===== config.mk =====
export PLATFORM = sky130hd
export DESIGN_NAME = sdram_gap_timer
export DESIGN_NICKNAME = d
export VERILOG_FILES = /design/src/rtl/sdram_gap_timer.sv
export SDC_FILE = /design/constraint.sdc
export NUM_CORES = 1
export LEC_CHECK = 0
export ABC_AREA = 1
export CORE_UTILIZATION = 50
export CTS_BUF_LIST = sky130_fd_sc_hd__clkbuf_8
export CTS_CLUSTER_DIAMETER = 200
export DETAILED_ROUTE_END_ITERATION = 10
export GPL_TIMING_DRIVEN = 0
export PLACE_DENSITY = 0.66
export SLEW_MARGIN = 20
export SYNTH_ARGS = -nofsm -noshare
export SYNTH_HDL_FRONTEND = slang
export SYNTH_SLANG_ARGS = --single-unit

===== constraint.sdc =====
create_clock -name init_clk -period 1.7 [get_ports init_clk]
set_input_delay 0.34 -clock init_clk [delete_from_list [all_inputs] [get_ports init_clk]]
set_output_delay 0.34 -clock init_clk [all_outputs]
set_load 0.05 [all_outputs]

===== src/rtl/sdram_gap_timer.sv =====
// Power-up and inter-command timers for the SDRAM init checker.
// Ports:
//  init_clk, init_rst_n : clock, asynchronous active-low reset
//  cmd_seen             : current edge samples a non-NOP command
//  pwr_ok               : power-up wait of T_WAIT cycles has elapsed
//  gap_cnt              : cycles since the last non-NOP, saturating at 31
module sdram_gap_timer #(
  parameter int unsigned T_WAIT = 10000
) (
  input  logic       init_clk,
  input  logic       init_rst_n,
  input  logic       cmd_seen,
  output logic       pwr_ok,
  output logic [4:0] gap_cnt
);

  localparam int unsigned PwrW = (T_WAIT < 1) ? 1 : $clog2(T_WAIT + 1);
  localparam logic [PwrW-1:0] PwrMax = PwrW'(T_WAIT);

  logic [PwrW-1:0] pwr_cnt_q, pwr_cnt_d;
  logic [4:0]      gap_cnt_q, gap_cnt_d;

  always_comb begin
    pwr_cnt_d = pwr_cnt_q;
    if (pwr_cnt_q != PwrMax) begin
      pwr_cnt_d = pwr_cnt_q + PwrW'(1);
    end
  end

  // Loading 1 on the command edge makes gap_cnt equal the edge distance
  // to the previous command when the next one is sampled.
  always_comb begin
    gap_cnt_d = gap_cnt_q;
    if (cmd_seen) begin
      gap_cnt_d = 5'd1;
    end else if (gap_cnt_q != 5'd31) begin
      gap_cnt_d = gap_cnt_q + 5'd1;
    end
  end

  always_ff @(posedge init_clk or negedge init_rst_n) begin
    if (!init_rst_n) begin
      pwr_cnt_q <= '0;
      gap_cnt_q <= '0;
    end else begin
      pwr_cnt_q <= pwr_cnt_d;
      gap_cnt_q <= gap_cnt_d;
    end
  end

  assign pwr_ok  = (pwr_cnt_q == PwrMax);
  assign gap_cnt = gap_cnt_q;

endmodule


### Word level (Yosys, flattened, before mapping)

Index checks and enable logic that the tools add are counted.

* register bits after elaboration: 19
* output and inout port bits: 6
* word-level logic and storage cells: 10

* $add $sub $neg: 2
* equality and inequality tests: 3
* multiplexer cells: 2
* reduce and logical (&&, ||, !) cells: 1

Operator list (number)
* $add A14 B1 Y14 const B: 1
* $eq A14 B14 Y1 const B: 1
* $ne A14 B14 Y1 const B: 1
* $mux W5: 2
* $add A5 B1 Y5 const B: 1
* $ne A5 B5 Y1 const B: 1
* $reduce_bool A2 Y1: 1

### Logic depth before layout (Yosys ltp)

Gate-level depths: netlist of run 1.

* depth in word-level cells: 3
* gate-level depth with buffers: 9
* depth with buffers taken out: 9

### Worst setup path before layout of run 1

Ideal clock, no wire load.

* path kind: register to register
* start: register gap_cnt_q[0] (netlist: gap_cnt[0])
* end: register gap_cnt_q[3] (netlist: gap_cnt[3])
* setup time: 0.122 ns
* data arrival time: 1.680 ns
* required time: 1.578 ns
* setup slack: -0.102 ns
* cell stages (with the launch flop): 10
* buffers on the path: 0
* period minus slack after synthesis: 1.802 ns
* path through: dfrtp_1 ha_1 nand2_1 nor2_1 ha_1 inv_1 nor2_2 nor2_1 o21ai_1 nor2_1

* word-level cells in the longest chain between the ends: 3

Ends and longest elaborated chain
* start: declaration: line 21 `logic [4:0] gap_cnt_q, gap_cnt_d;`
* start signal: assignment: line 47 `gap_cnt_q <= gap_cnt_d;`
* $add A5 B1 Y5: line 37 `gap_cnt_d = gap_cnt_q + 5'd1;`
* $mux W5: line 36 `end else if (gap_cnt_q != 5'd31) begin`
* $mux W5: line 34 `if (cmd_seen) begin`

Parallel ways exist; a longest one is shown, timed or not. The select of a mux whose other input is x is not followed.
A chain may end at the register's enable or synchronous reset.

### Final worst setup path of run 1

* start: register pwr_cnt_q[0]
* end: output pwr_ok

* word-level cells in the longest chain between the ends: 1

Ends and longest elaborated chain
* start: declaration: line 20 `logic [PwrW-1:0] pwr_cnt_q, pwr_cnt_d;`
* start signal: assignment: line 46 `pwr_cnt_q <= pwr_cnt_d;`
* $eq A14 B14 Y1: line 51 `assign pwr_ok = (pwr_cnt_q == PwrMax);`
* end: declaration: line 13 `output logic pwr_ok,`

No other way between the ends.

==> impl_results.md, run 1 <==
- CP required: 1.36 ns
- Leakage: 0.614 nW
- Drt pass-1 iters: 4
- Worst-path fanout max: 2
- Num CTS Buffers: 3
- Async SR Flop Fraction: 1.00
- DRC: 0
- Sequential cell area: 478 µm²
- Placed Area: 1180 µm²
- Post-synthesis sequential area ratio: 0.447
- Global route overflow: 0
- Final setup fails: 1
- Port Buffer Count: 8
- Number of placement rows: 16
- Dpl hpwl: 1480 µm
- Area of the multi-input gates: 548 µm²
- Slew margin rel.: 0.433
- Worst path max stage delay: 0.39 ns
- Clock skew: 0.00201 ns
- Clock Path Buffers: 2
- Failing checks: negative setup slack
- N_diodes: 0
- Routed vias/inst: 5.01
- Final period util: 1.04
- Peak supply drop: 0.000536 V
- YS warnings: 0
- Biggest area consumer among synthesized cells: dfrtp_1
- P per Cell Area: 662 nW/µm²
- # IOs: 9
- CTS tree: done
- Setup ws final: -0.0715 ns
- Top cells by count, synth: nand2_1, nor2_1, dfrtp_1
- Post-CTS Hold Buffers: 0
- Fin Setup TNS: -0.0715 ns
- Worst path slowest cell: dfrtp_1
- Chip height: 48.1 µm
- Final slew viol count: 0
- Layout cells sized above 1: 0.193
- Initial antenna violation count: 0
- Max-cap check violation count: 0
- P&R area growth vs syn: 19.3%
- Die X-Extent: 48.1 µm
- Worst EP arrival: 1.43 ns
- H-Tree Depth: 1
- Hold Vio Cnt, Final: 0
- Setup crit start kind: flip-flop
- Outcome: finished, violations left
- Clk pin slew, worst setup/hold paths: 0.07 ns
- Synth unique cells: 22
- Largest cells by area after synthesis: dfrtp_1, nand2_1, nor2_1
- Die area: 2320 µm²
- Avg Cell Area, Syn: 7.89 µm²
- Core ar.: 1980 µm²
- Starting Density: 0.537
- CP Class: reg2out
- DRT antenna net count: 0
- Largest net degree at the start of global routing: 20
- Critical path cell sequence: inv_2 > ha_4 > inv_2 > nor2_1 > nand2_1 > nor2_2 > and2_4 > buf_8
- Final wirelength: 2000 µm
- Drt first-iter violations: 13
- First-pass GRT wire length: 3020 µm
- Clk Tree Root Cell: clkbuf_8
- Sink Count: 19
- Dominant synthesized flop cell: dfrtp_1
- Syn Nets: 142
- Most frequent cell after synthesis: nand2_1
- Register bit total from synthesis: 19
- Critical Path End Type: output port
- Design Area, Final: 1270 µm²
- EDFF count, synth: 0
- Via count: 886
- Layout net count: 158
- Fillers: 175
- Unrepaired setup endpoints after global routing: true
- Number of global-route vias before repair: 791
- GP Congestion: 0.744
- Drt wl/cell: 11.3 µm
- Min cycle time layout: 1.77 ns
- Final std cells w/o fill: 177
- Total track usage: 0.195
- Pre-CTS setup slack: -0.538 ns
- Worst hold slack: 0.509 ns
- Most frequent CP cell: inv_2
- Area of the mapped netlist: 1060 µm²
- Fmax: 564 MHz
- Clk_lat worst skew: 0.25 ns
- Post-Syn Instances: 135
- Post-synth top area share: 0.447
- Worst Tran Pin Value: 0.848 ns
- HP Class: reg2reg
- Cell Count Post-Placement: 170
[worst max-delay path, delay by kind of cell (launching register included)]
family                     cells  cell delay, ns
buffers and inverters          3            0.25
DFF                            1            0.39
and+or+nand+nor                4            0.42
adders and majority gates      1            0.12
[final timing paths]
path	startpoint	endpoint	slack [ns]	cells past startpoint
hold / removal	pwr_cnt_q[8]	pwr_cnt_q[8]	0.51	1
setup / recovery	pwr_cnt_q[0]	pwr_ok	-0.07	8
max in group asynchronous	init_rst_n	gap_cnt[1]	0.55	1
setup reg to reg	gap_cnt[0]	gap_cnt[2]	0.12	9
hold reg to reg	pwr_cnt_q[8]	pwr_cnt_q[8]	0.51	1
min in group asynchronous	init_rst_n	gap_cnt[2]	0.57	1
[through the flow]
stage / util / power [mW]
3_3_place_gp: 0.596 / 0.553
4_1_cts: 0.624 / 0.861
3_5_place_dp: 0.596 / 0.555
6_report: 0.641 / 0.841
2_1_floorplan: - / 0.520
5_1_grt: 0.641 / 0.881
[logic make-up (layout without fill, tap and decap cells)]
kind of cell	count (synthesis)	in the layout	share of synthesized area
flops	19	19	0.447
simple gates	80	80	0.348
compound gates	8	8	0.0411
xor+xnor	7	7	0.0576
fa+ha+maj	4	4	0.0470
buf+inv	17	32	0.0599
[layout make-up]
cell class / count / area share
clock inverters: 1 / 0.00296
multi-input cells: 99 / 0.432
well taps: 27 / 0.0266
flip-flops and latches: 19 / 0.376
clock buffers: 3 / 0.0325
inverters: 17 / 0.0502
repair buffers: 11 / 0.0798
[metal layers]
layer / global-route usage / vias up / wire length [µm]
li1: - / 450 / -
met1: 0.213 / 415 / 848
met2: 0.357 / 19 / 1070
met3: 0.0333 / 2 / 69
met4: 0.100 / 0 / 14
met5: 0 / - / 0
[power by group]
group          internal, mW  switching, mW
sequential            0.461        0.00828
combinational        0.0192         0.0511
clock                 0.160          0.141
total                 0.640          0.200
[timing repair]
action	in CTS	in global routing
gates resized for setup	12	9
cloned	0	0
pin swaps	1	2
buffers inserted	2	1
endpoints found under the setup margin	6	3
[placed cells by master, fill, tap and decap left out, drive strengths merged]
cell type,synthesis,layout
ha,4,4
and2,1,1
nand3b,1,1
nor3,1,1
nand2,38,38
clkdlybuf4s50,0,2
dfrtp,19,19
dlygate4sd2,0,5
nand4,3,3
buf,0,4
o21ai,5,5
clkbuf,0,3
inv,17,18
xor2,3,3
a21oi,3,3
nand3,10,10
nor2,26,26
xnor2,4,4
[flip-flops by register name, summed over array words and instances, names as in the netlist]
name,count
gap_cnt,5
pwr_cnt_q,14
(Power assumes the default switching activity.)
==> run 2, diff against run 1 <==
SKIP_CTS_REPAIR_TIMING = 1   (was not set)
==> impl_results.md, run 2 (synthesis gave the netlist of run 1 again) <==
- Number of global-route vias before repair: 764 (was 791)
- Number of placement rows: 16 (unchanged)
- Clock skew: 0.000877 ns (was 0.00201 ns)
- Clk pin slew, worst setup/hold paths: 0.07 ns (about the same)
- Final wirelength: 2040 µm (was 2000 µm)
- Num CTS Buffers: 3 (unchanged)
- Largest net degree at the start of global routing: 20 (unchanged)
- # IOs: 9 (unchanged)
- Critical Path End Type: output port (unchanged)
- Peak supply drop: 0.000532 V (was 0.000536 V)
- CP Class: reg2out (unchanged)
- Clk_lat worst skew: 0.25 ns (about the same)
- Setup ws final: -0.114 ns (was -0.0715 ns)
- Slew margin rel.: 0.427 (was 0.433)
- CTS tree: done (unchanged)
- Dpl hpwl: 1480 µm (unchanged)
- N_diodes: 0 (unchanged)
- Max-cap check violation count: 0 (unchanged)
- Unrepaired setup endpoints after global routing: true (unchanged)
- Met1 usage in global routing: 0.213 (unchanged)
- Layout net count: 157 (was 158)
- Outcome: finished, violations left (unchanged)
- Layout cells sized above 1: 0.195 (was 0.193)
- Final slew viol count: 0 (unchanged)
- DRC: 0 (unchanged)
- Total track usage: 0.191 (was 0.195)
- Commonest non-fill, non-tap cell in the layout: nand2_1 (unchanged)
- First-pass GRT wire length: 2950 µm (was 3020 µm)
- Placed Area: 1180 µm² (unchanged)
- Design Area, Final: 1280 µm² (was 1270 µm²)
- Worst Tran Pin Value: 0.857 ns (was 0.848 ns)
- Fillers: 171 (was 175)
- Hold Vio Cnt, Final: 0 (unchanged)
- DRT antenna net count: 0 (unchanged)
- Leakage: 0.662 nW (was 0.614 nW)
- Setup crit start kind: flip-flop (unchanged)
- Global routing met3 resource utilization: 0.0333 (unchanged)
- GP Congestion: 0.744 (unchanged)
- Worst-path fanout max: 3 (was 2)
- Gr busiest metal: met2 (unchanged)
- Chip height: 48.1 µm (unchanged)
- Drt wl/cell: 11.6 µm (was 11.3 µm)
- Sink Count: 19 (unchanged)
- Clk Tree Root Cell: clkbuf_8 (unchanged)
- Failing checks: negative setup slack (unchanged)
- Largest Register: pwr_cnt_q (unchanged)
- HP Class: reg2reg (unchanged)
- P&R area growth vs syn: 20.6% (was 19.3%)
- Fin Setup TNS: -0.114 ns (was -0.0715 ns)
- Commonest non-fill, non-tap cells in the layout: nand2_1, nor2_1, dfrtp_1, inv_1, nand3_1 (unchanged)
- Worst EP arrival: 1.47 ns (was 1.43 ns)
- Max reg flops: 14 (unchanged)
- Die area: 2320 µm² (unchanged)
- Final setup fails: 1 (unchanged)
- Drt first-iter violations: 15 (was 13)
- Starting Density: 0.537 (unchanged)
- Initial antenna violation count: 0 (unchanged)
- Drt pass-1 iters: 4 (unchanged)
- Core ar.: 1980 µm² (unchanged)
- P per Cell Area: 659 nW/µm² (was 662 nW/µm²)
- CP required: 1.36 ns (about the same)
- Routed vias/inst: 4.94 (was 5.01)
- Met2 Use GR: 0.344 (was 0.357)
- Via count: 869 (was 886)
- Global route overflow: 0 (unchanged)
- H-Tree Depth: 1 (unchanged)
- Fmax: 551 MHz (was 564 MHz)
- Final period util: 1.07 (was 1.04)
- Min cycle time layout: 1.81 ns (was 1.77 ns)
- Die X-Extent: 48.1 µm (unchanged)
- Clock Path Buffers: 2 (unchanged)
- Port Buffer Count: 8 (unchanged)
==> run 2: critical path, stage by stage (launching register included) <==
cell	delay, ns
dfrtp_2	0.42
inv_2	0.07
ha_4	0.12
inv_1	0.03
nor2_1	0.07
nand2_1	0.06
nor2_2	0.14
and2_4	0.16
buf_8	0.14
==> run 2: where the power goes <==
part           leakage, nW  internal (mW)  total [mW]  switching, mW
Clock               0.0269          0.160       0.300          0.140
Combinational        0.393         0.0240      0.0758         0.0518
Sequential           0.242          0.461       0.469        0.00830
Total                0.662          0.645       0.845          0.200
==> run 2: cell type report <==
cell class / count / area (µm²) / area share
clock buffer: 3 / 41.3 / 0.0322
clock inverter: 1 / 3.75 / 0.00292
inverter: 17 / 63.8 / 0.0497
multi-input combinational: 99 / 548 / 0.427
sequential: 19 / 480 / 0.374
tap: 27 / 33.8 / 0.0263
timing repair buffer: 10 / 113 / 0.0877
==> run 2: final timing paths <==
kind                       cells past startpoint  slack [ns]         start           end
min in group asynchronous                      1        0.58    init_rst_n    gap_cnt[2]
min reg2reg                                    1        0.51  pwr_cnt_q[8]  pwr_cnt_q[8]
max                                            8       -0.11  pwr_cnt_q[1]        pwr_ok
max in group asynchronous                      1        0.54    init_rst_n  pwr_cnt_q[0]
min                                            1        0.51  pwr_cnt_q[8]  pwr_cnt_q[8]
max reg2reg                                    9        0.10    gap_cnt[0]    gap_cnt[3]
==> run 2: through the flow <==
stage | total power [mW] | hold WS [ns] | utilization | worst slack (ns) | cells
2_1_floorplan | 0.520 | 0.0444 | - | 0.0320 | 135
3_3_place_gp | 0.553 | 0.489 | 0.596 | -0.530 | 170
3_5_place_dp | 0.555 | 0.499 | 0.596 | -0.538 | 170
4_1_cts | 0.867 | 0.511 | 0.619 | -0.827 | 174
5_1_grt | 0.886 | 0.526 | 0.648 | -0.210 | 176
6_report | 0.845 | 0.509 | 0.648 | -0.114 | 176
==> run 2: per-layer routing <==
layer	vias to the layer above	routed length, µm
met1	406	875
met3	2	64
li1	448	-
met4	0	14
met2	13	1090
met5	-	0
